### config.mk
export PLATFORM = sky130hd
export DESIGN_NAME = vga_sync_porch
export DESIGN_NICKNAME = d
export VERILOG_FILES = /design/src/rtl/vga_timing_pkg.sv /design/src/rtl/vga_sync_to_count.sv /design/src/rtl/vga_sync_porch.sv
export SDC_FILE = /design/constraint.sdc
export NUM_CORES = 1
export LEC_CHECK = 0
export CORE_MARGIN = 2
export CORE_UTILIZATION = 49
export CTS_CLUSTER_SIZE = 10
export DETAILED_ROUTE_END_ITERATION = 8
export PLACE_DENSITY = 0.72
export SLEW_MARGIN = 25
export SYNTH_ARGS = -nofsm -noshare
export SYNTH_HDL_FRONTEND = slang
export SYNTH_HIERARCHICAL = 1
export SYNTH_SLANG_ARGS = --single-unit
### constraint.sdc
create_clock -name i_Clk -period 2.11 [get_ports i_Clk]
set_input_delay 0.3165 -clock i_Clk [delete_from_list [all_inputs] [get_ports i_Clk]]
set_output_delay 0.3165 -clock i_Clk [all_outputs]
set_load 0.1 [all_outputs]
### src/rtl/vga_timing_pkg.sv
// Default 640x480@60 timing constants and the frame-lock state encoding,
// shared by the sync pulse generator and the porch/sync regenerator.
package vga_timing_pkg;

  localparam int VGA_TOTAL_COL     = 800;
  localparam int VGA_TOTAL_ROW     = 525;
  localparam int VGA_ACTIVE_COL    = 640;
  localparam int VGA_ACTIVE_ROW    = 480;
  localparam int VGA_H_FRONT_PORCH = 16;
  localparam int VGA_H_BACK_PORCH  = 48;
  localparam int VGA_V_FRONT_PORCH = 10;
  localparam int VGA_V_BACK_PORCH  = 33;
  localparam int VGA_VIDEO_WIDTH   = 3;

  typedef enum logic [1:0] {
    UNLOCKED = 2'd0,
    ARMED    = 2'd1,
    LOCKED   = 2'd2
  } lock_state_e;

endpackage

### src/rtl/vga_sync_to_count.sv
// Frame-start detection, free-running column/row counters and frame lock tracking.
//
// state    | meaning
// UNLOCKED | no frame start seen since reset
// ARMED    | counters seeded by a frame start, waiting for one that confirms them
// LOCKED   | last frame start arrived exactly where the counters wrapped
module vga_sync_to_count
  import vga_timing_pkg::*;
#(
  parameter int TOTAL_COL = VGA_TOTAL_COL,
  parameter int TOTAL_ROW = VGA_TOTAL_ROW,
  parameter int COL_W     = $clog2(TOTAL_COL),
  parameter int ROW_W     = $clog2(TOTAL_ROW)
) (
  input  logic             i_Clk,
  input  logic             i_Reset,
  input  logic             i_V_Sync,
  output logic [COL_W-1:0] o_Col,
  output logic [ROW_W-1:0] o_Row,
  output logic             o_Frame_Start,
  output logic             o_Locked
);

  localparam logic [COL_W-1:0] COL_LAST = COL_W'(TOTAL_COL - 1);
  localparam logic [ROW_W-1:0] ROW_LAST = ROW_W'(TOTAL_ROW - 1);

  logic             v_sync_q, v_sync_d;
  logic             fs_q, fs_d;
  logic [COL_W-1:0] col_q, col_d;
  logic [ROW_W-1:0] row_q, row_d;
  lock_state_e      state_q, state_d;

  logic frame_start;
  logic col_wrap;
  logic at_frame_end;

  always_comb begin
    frame_start  = i_V_Sync & ~v_sync_q;
    col_wrap     = (col_q == COL_LAST);
    at_frame_end = col_wrap && (row_q == ROW_LAST);

    v_sync_d = i_V_Sync;
    fs_d     = frame_start;
    col_d    = col_q;
    row_d    = row_q;

    // A frame start always reseeds; when it coincides with the natural wrap
    // the loaded value equals the wrapped one, so outputs do not glitch.
    if (frame_start) begin
      col_d = '0;
      row_d = '0;
    end else if (col_wrap) begin
      col_d = '0;
      row_d = (row_q == ROW_LAST) ? '0 : row_q + 1'b1;
    end else begin
      col_d = col_q + 1'b1;
    end
  end

  always_comb begin
    state_d = state_q;
    case (state_q)
      UNLOCKED: if (frame_start)                  state_d = ARMED;
      ARMED:    if (frame_start && at_frame_end)  state_d = LOCKED;
      LOCKED:   if (frame_start && !at_frame_end) state_d = ARMED;
      default:                                    state_d = UNLOCKED;
    endcase
  end

  always_ff @(posedge i_Clk or posedge i_Reset) begin
    if (i_Reset) begin
      v_sync_q <= 1'b0;
      fs_q     <= 1'b0;
      col_q    <= '0;
      row_q    <= '0;
      state_q  <= UNLOCKED;
    end else begin
      v_sync_q <= v_sync_d;
      fs_q     <= fs_d;
      col_q    <= col_d;
      row_q    <= row_d;
      state_q  <= state_d;
    end
  end

  assign o_Col         = col_q;
  assign o_Row         = row_q;
  assign o_Frame_Start = fs_q;
  assign o_Locked      = (state_q == LOCKED);

endmodule

### src/rtl/vga_sync_porch.sv
// Regenerates VGA sync pulses with porches from upstream active-area flags and
// blanks RGB outside the visible area; every output is two cycles behind its input.
module vga_sync_porch
  import vga_timing_pkg::*;
#(
  parameter int TOTAL_COL     = VGA_TOTAL_COL,
  parameter int TOTAL_ROW     = VGA_TOTAL_ROW,
  parameter int ACTIVE_COL    = VGA_ACTIVE_COL,
  parameter int ACTIVE_ROW    = VGA_ACTIVE_ROW,
  parameter int H_FRONT_PORCH = VGA_H_FRONT_PORCH,
  parameter int H_BACK_PORCH  = VGA_H_BACK_PORCH,
  parameter int V_FRONT_PORCH = VGA_V_FRONT_PORCH,
  parameter int V_BACK_PORCH  = VGA_V_BACK_PORCH,
  parameter int VIDEO_WIDTH   = VGA_VIDEO_WIDTH
) (
  input  logic                   i_Clk,
  input  logic                   i_Reset,
  input  logic                   i_H_Sync,
  input  logic                   i_V_Sync,
  input  logic [VIDEO_WIDTH-1:0] i_Red,
  input  logic [VIDEO_WIDTH-1:0] i_Grn,
  input  logic [VIDEO_WIDTH-1:0] i_Blu,
  output logic                   o_H_Sync,
  output logic                   o_V_Sync,
  output logic [VIDEO_WIDTH-1:0] o_Red,
  output logic [VIDEO_WIDTH-1:0] o_Grn,
  output logic [VIDEO_WIDTH-1:0] o_Blu,
  output logic                   o_Frame_Start,
  output logic                   o_Locked
);

  localparam int COL_W = $clog2(TOTAL_COL);
  localparam int ROW_W = $clog2(TOTAL_ROW);

  localparam logic [COL_W-1:0] H_PULSE_FIRST = COL_W'(ACTIVE_COL + H_FRONT_PORCH);
  localparam logic [COL_W-1:0] H_PULSE_LAST  = COL_W'(TOTAL_COL - H_BACK_PORCH - 1);
  localparam logic [ROW_W-1:0] V_PULSE_FIRST = ROW_W'(ACTIVE_ROW + V_FRONT_PORCH);
  localparam logic [ROW_W-1:0] V_PULSE_LAST  = ROW_W'(TOTAL_ROW - V_BACK_PORCH - 1);
  localparam logic [COL_W-1:0] COL_VISIBLE   = COL_W'(ACTIVE_COL);
  localparam logic [ROW_W-1:0] ROW_VISIBLE   = ROW_W'(ACTIVE_ROW);

  // Column position comes from the counters, so the horizontal flag carries no extra information.
  logic unused_h_sync;
  assign unused_h_sync = i_H_Sync;

  logic [COL_W-1:0] col_s1;
  logic [ROW_W-1:0] row_s1;
  logic             fs_s1;
  logic             locked_s1;

  vga_sync_to_count #(
    .TOTAL_COL (TOTAL_COL),
    .TOTAL_ROW (TOTAL_ROW),
    .COL_W     (COL_W),
    .ROW_W     (ROW_W)
  ) u_count (
    .i_Clk         (i_Clk),
    .i_Reset       (i_Reset),
    .i_V_Sync      (i_V_Sync),
    .o_Col         (col_s1),
    .o_Row         (row_s1),
    .o_Frame_Start (fs_s1),
    .o_Locked      (locked_s1)
  );

  logic [VIDEO_WIDTH-1:0] red_s1_q, red_s1_d;
  logic [VIDEO_WIDTH-1:0] grn_s1_q, grn_s1_d;
  logic [VIDEO_WIDTH-1:0] blu_s1_q, blu_s1_d;

  logic                   h_sync_q, h_sync_d;
  logic                   v_sync_q, v_sync_d;
  logic [VIDEO_WIDTH-1:0] red_q, red_d;
  logic [VIDEO_WIDTH-1:0] grn_q, grn_d;
  logic [VIDEO_WIDTH-1:0] blu_q, blu_d;
  logic                   frame_start_q, frame_start_d;
  logic                   locked_q, locked_d;

  logic h_pulse;
  logic v_pulse;
  logic visible;

  always_comb begin
    red_s1_d = i_Red;
    grn_s1_d = i_Grn;
    blu_s1_d = i_Blu;

    h_pulse = (col_s1 >= H_PULSE_FIRST) && (col_s1 <= H_PULSE_LAST);
    v_pulse = (row_s1 >= V_PULSE_FIRST) && (row_s1 <= V_PULSE_LAST);
    visible = (col_s1 < COL_VISIBLE) && (row_s1 < ROW_VISIBLE);

    // Until the counters are trusted the monitor sees idle syncs and black.
    h_sync_d      = ~(locked_s1 & h_pulse);
    v_sync_d      = ~(locked_s1 & v_pulse);
    red_d         = (locked_s1 && visible) ? red_s1_q : '0;
    grn_d         = (locked_s1 && visible) ? grn_s1_q : '0;
    blu_d         = (locked_s1 && visible) ? blu_s1_q : '0;
    frame_start_d = fs_s1;
    locked_d      = locked_s1;
  end

  always_ff @(posedge i_Clk or posedge i_Reset) begin
    if (i_Reset) begin
      red_s1_q      <= '0;
      grn_s1_q      <= '0;
      blu_s1_q      <= '0;
      h_sync_q      <= 1'b1;
      v_sync_q      <= 1'b1;
      red_q         <= '0;
      grn_q         <= '0;
      blu_q         <= '0;
      frame_start_q <= 1'b0;
      locked_q      <= 1'b0;
    end else begin
      red_s1_q      <= red_s1_d;
      grn_s1_q      <= grn_s1_d;
      blu_s1_q      <= blu_s1_d;
      h_sync_q      <= h_sync_d;
      v_sync_q      <= v_sync_d;
      red_q         <= red_d;
      grn_q         <= grn_d;
      blu_q         <= blu_d;
      frame_start_q <= frame_start_d;
      locked_q      <= locked_d;
    end
  end

  assign o_H_Sync      = h_sync_q;
  assign o_V_Sync      = v_sync_q;
  assign o_Red         = red_q;
  assign o_Grn         = grn_q;
  assign o_Blu         = blu_q;
  assign o_Frame_Start = frame_start_q;
  assign o_Locked      = locked_q;

endmodule

==> impl_metrics.csv <==
group,metric,value,unit
sta,hold_viol_final,0,
critical_path,cp.arrival,2060,ps
synthesis,yosysWarnings,6,
cells_and_area,final_layout_size_suffix_gt1_share,14.5,%
clock_network,cts_hold_buf,0,
power_and_ir_drop,clkPwrFrac,28.5,%
clock_network,clock_latency,290,ps
route,wl_met3,103,microns
min_path,hold_path.class,"register to register",
floorplanning,die_area,4610,sq um
clock_network,cts_made_buffers,5,
route,routed_via_density,5.56,
power_and_ir_drop,p_leak,0.998,nW
global_route,grt_max_degree,25,
power_and_ir_drop,pwr-share-comb,17.2,%
critical_path,crit_fanout,17,
clock_network,cts.sinks,46,
sta,fin_skew,4.05,ps
synthesis,synth_edf_count,0,
synthesis,synth_cell_type_count,42,
sta,fin_crit,1840,ps
power_and_ir_drop,p_int,1.28,mW
clock_network,cts-root-buf,"clkbuf_8",
clock_network,cts_setup_buffers,0,
synthesis,synthFlopType,"dfrtp_1",
clock_network,h-tree-depth,2,
global_route,gr-total-overflow,0,
critical_path,critPathLaunchType,"register",
cells_and_area,fin_nets,229,
synthesis,synth_compound_gate_area_share,12.8,%
power_and_ir_drop,peakVddDrop,398,uV
power_and_ir_drop,power.density,776,nW/um^2
sta,slew_violations,0,
synthesis,netlist.area_leader.share,55.0,%
critical_path,required,2320,ps
floorplanning,core_area,3970,sq um
power_and_ir_drop,seq_power_share,54.2,%
sta,setup_tns,0,ps
cells_and_area,antenna_cells,0,
global_route,track_usage,19.0,%
clock_network,clk_pin_slew,80,ps
sta,setup_viol,0,
synthesis,synth-xor-area-share,3.06,%
synthesis,synthArstFlopShare,100,%
sta,tightestPinTransition,397,ps
cells_and_area,layout_common_cells,"dfrtp_1, buf_4, nand2_1",
synthesis,yosys.area_share.simple,21.6,%
sta,rsz0062_at_grt,"false",
route,wl,3840,microns
clock_network,cts_tree,"yes",
synthesis,synth.area.mux_share,0,%
critical_path,crit_type,"register to register",
synthesis,netlist_area,2000,sq um
route,drt_iter0_drc,90,
synthesis,synth_top_area_cell,"dfrtp_1",
route,antenna_left,0,
critical_path,cp-end-kind,"register",
sta,fmax,542,MHz
global_route,grt_pass1_wl,6470,microns
placement,hpwlAfterDp,2840,microns
route,firstDrtPassIters,4,
floorplanning,rows,23,
flow_run,maxCapViolCount,0,
route,route.met2.wl,2030,microns
power_and_ir_drop,power_switching,557,uW
synthesis,netlist_instances,182,
floorplanning,initial_core_util,50.4,%
synthesis,syn_nets,198,
clock_network,clockBufferDepth,2,
route,met1_length,1640,microns
route,wl_per_cell,14.5,microns
cells_and_area,final_common_cell,"dfrtp_1",
cells_and_area,syn2layout_area_growth,18.5,%
synthesis,seq_area_frac_synth,57.6,%
route,drcViolationCount,0,
route,vias,1469,
clock_network,cts_resized,0,
synthesis,ys_ff_latch,46,
synthesis,syn_area_per_cell,11.0,sq um
sta,setup_slack,266,ps
floorplanning,die_y,67.9,microns
synthesis,synthTopCellsByArea,"dfrtp_1, a211oi_1, nand3b_1",
synthesis,synth_top_family_by_area,"simple AND/OR/NAND/NOR gates",
sta,slew_headroom,73.6,%
placement,place_congestion,0.760,
synthesis,synthAdderAreaFrac,1.88,%
power_and_ir_drop,swShare,30.2,%
placement,pre_cts_slack,238,ps
route,dr.max_layer_used,"met4",
status,outcome,"complete, no violations",
sta,period_share,87.4,%
cells_and_area,postLayoutCoreUtil,59.7,%
global_route,grt_pass1_vias,1453,
floorplanning,ios,26,
placement,io_buffers,24,
floorplanning,die_w,67.9,microns
global_route,antenna_found_initial,0,
## critical path: stages (launching register included)
cell	delay, ps
dfrtp_1	380
ha_1	210
and2_1	250
a31oi_4	210
or4_1	540
a21oi_1	180
## per-stage QoR
step / hold slack (ps) / area (sq um) / power, mW / cells
after floorplan: 304 / 2000 / 1.24 / 182
after global placement: 343 / 2280 / 1.32 / 256
after detailed placement: 336 / 2280 / 1.34 / 256
after CTS: 354 / 2370 / 1.87 / 264
after global routing: 365 / 2370 / 1.93 / 264
final: 356 / 2370 / 1.84 / 264
## final cells by class
| cell class | instances | area, sq um |
|---|---|---|
| clock buffer | 5 | 68.8 |
| clock inverter | 3 | 21.3 |
| fill | 337 | 1600 |
| inverter | 9 | 33.8 |
| multi-input combinational | 122 | 787 |
| sequential | 46 | 1150 |
| tap | 50 | 62.6 |
| timing repair buffer | 29 | 245 |
## cell families (layout without fill, tap and decap cells)
group,after synthesis,after routing
AO/OA/AOI/OAI,38,38
XOR/XNOR,7,7
adder cells (fa/ha/maj),3,3
buffers and inverters,14,46
flip-flops,46,46
AND/OR/NAND/NOR,74,74
## registers in the layout (all words and copies together) (netlist names)
signal / count
o_H_Sync: 1
o_V_Sync: 1
grn_s1_q: 3
u_count/o_Frame_Start: 1
red_s1_q: 3
o_Locked: 1
blu_s1_q: 3
u_count/o_Row: 10
o_Blu: 3
u_count/state_q: 2
o_Frame_Start: 1
o_Red: 3
u_count/o_Col: 10
u_count/v_sync_q: 1
o_Grn: 3
## path summary, 6_finish.rpt
path,slack [ps],depth (start not counted),end,start
min,360,0,o_Frame_Start,u_count/o_Frame_Start
max reg2reg,270,5,u_count/o_Row[8],u_count/o_Col[0]
min in group asynchronous,390,3,grn_s1_q[1],i_Reset
max in group asynchronous,1450,3,o_H_Sync,i_Reset
min reg2reg,360,0,o_Frame_Start,u_count/o_Frame_Start
max,270,5,u_count/o_Row[8],u_count/o_Col[0]
## cells in the mapped netlist, types with 4 or more instances
| master | n |
|---|---|
| inv_1 | 7 |
| and2_1 | 4 |
| dfrtp_1 | 44 |
| nand3b_1 | 9 |
| o21ai_0 | 5 |
| a21oi_1 | 12 |
| or3_1 | 5 |
| a211oi_1 | 10 |
| xnor2_1 | 5 |
| nand2_1 | 15 |
| nor2_1 | 13 |
| nand3_1 | 6 |
## power by group through the flow
stage	clock, mW	sequential (mW)	combinational, mW
detailed placement	0	1.02	0.321
finish	0.526	0.999	0.317
floorplan	0	1.12	0.123
CTS	0.547	1.00	0.322
global placement	0	1.01	0.309
global route	0.577	1.01	0.343
## routing by layer
metal  GRT usage (%)  up-vias
li1                -      715
met1            23.4      730
met2            33.1       17
met3            3.95        7
met4            6.75        0
met5               0        -
Note: power is estimated with default switching activity, not from simulation.
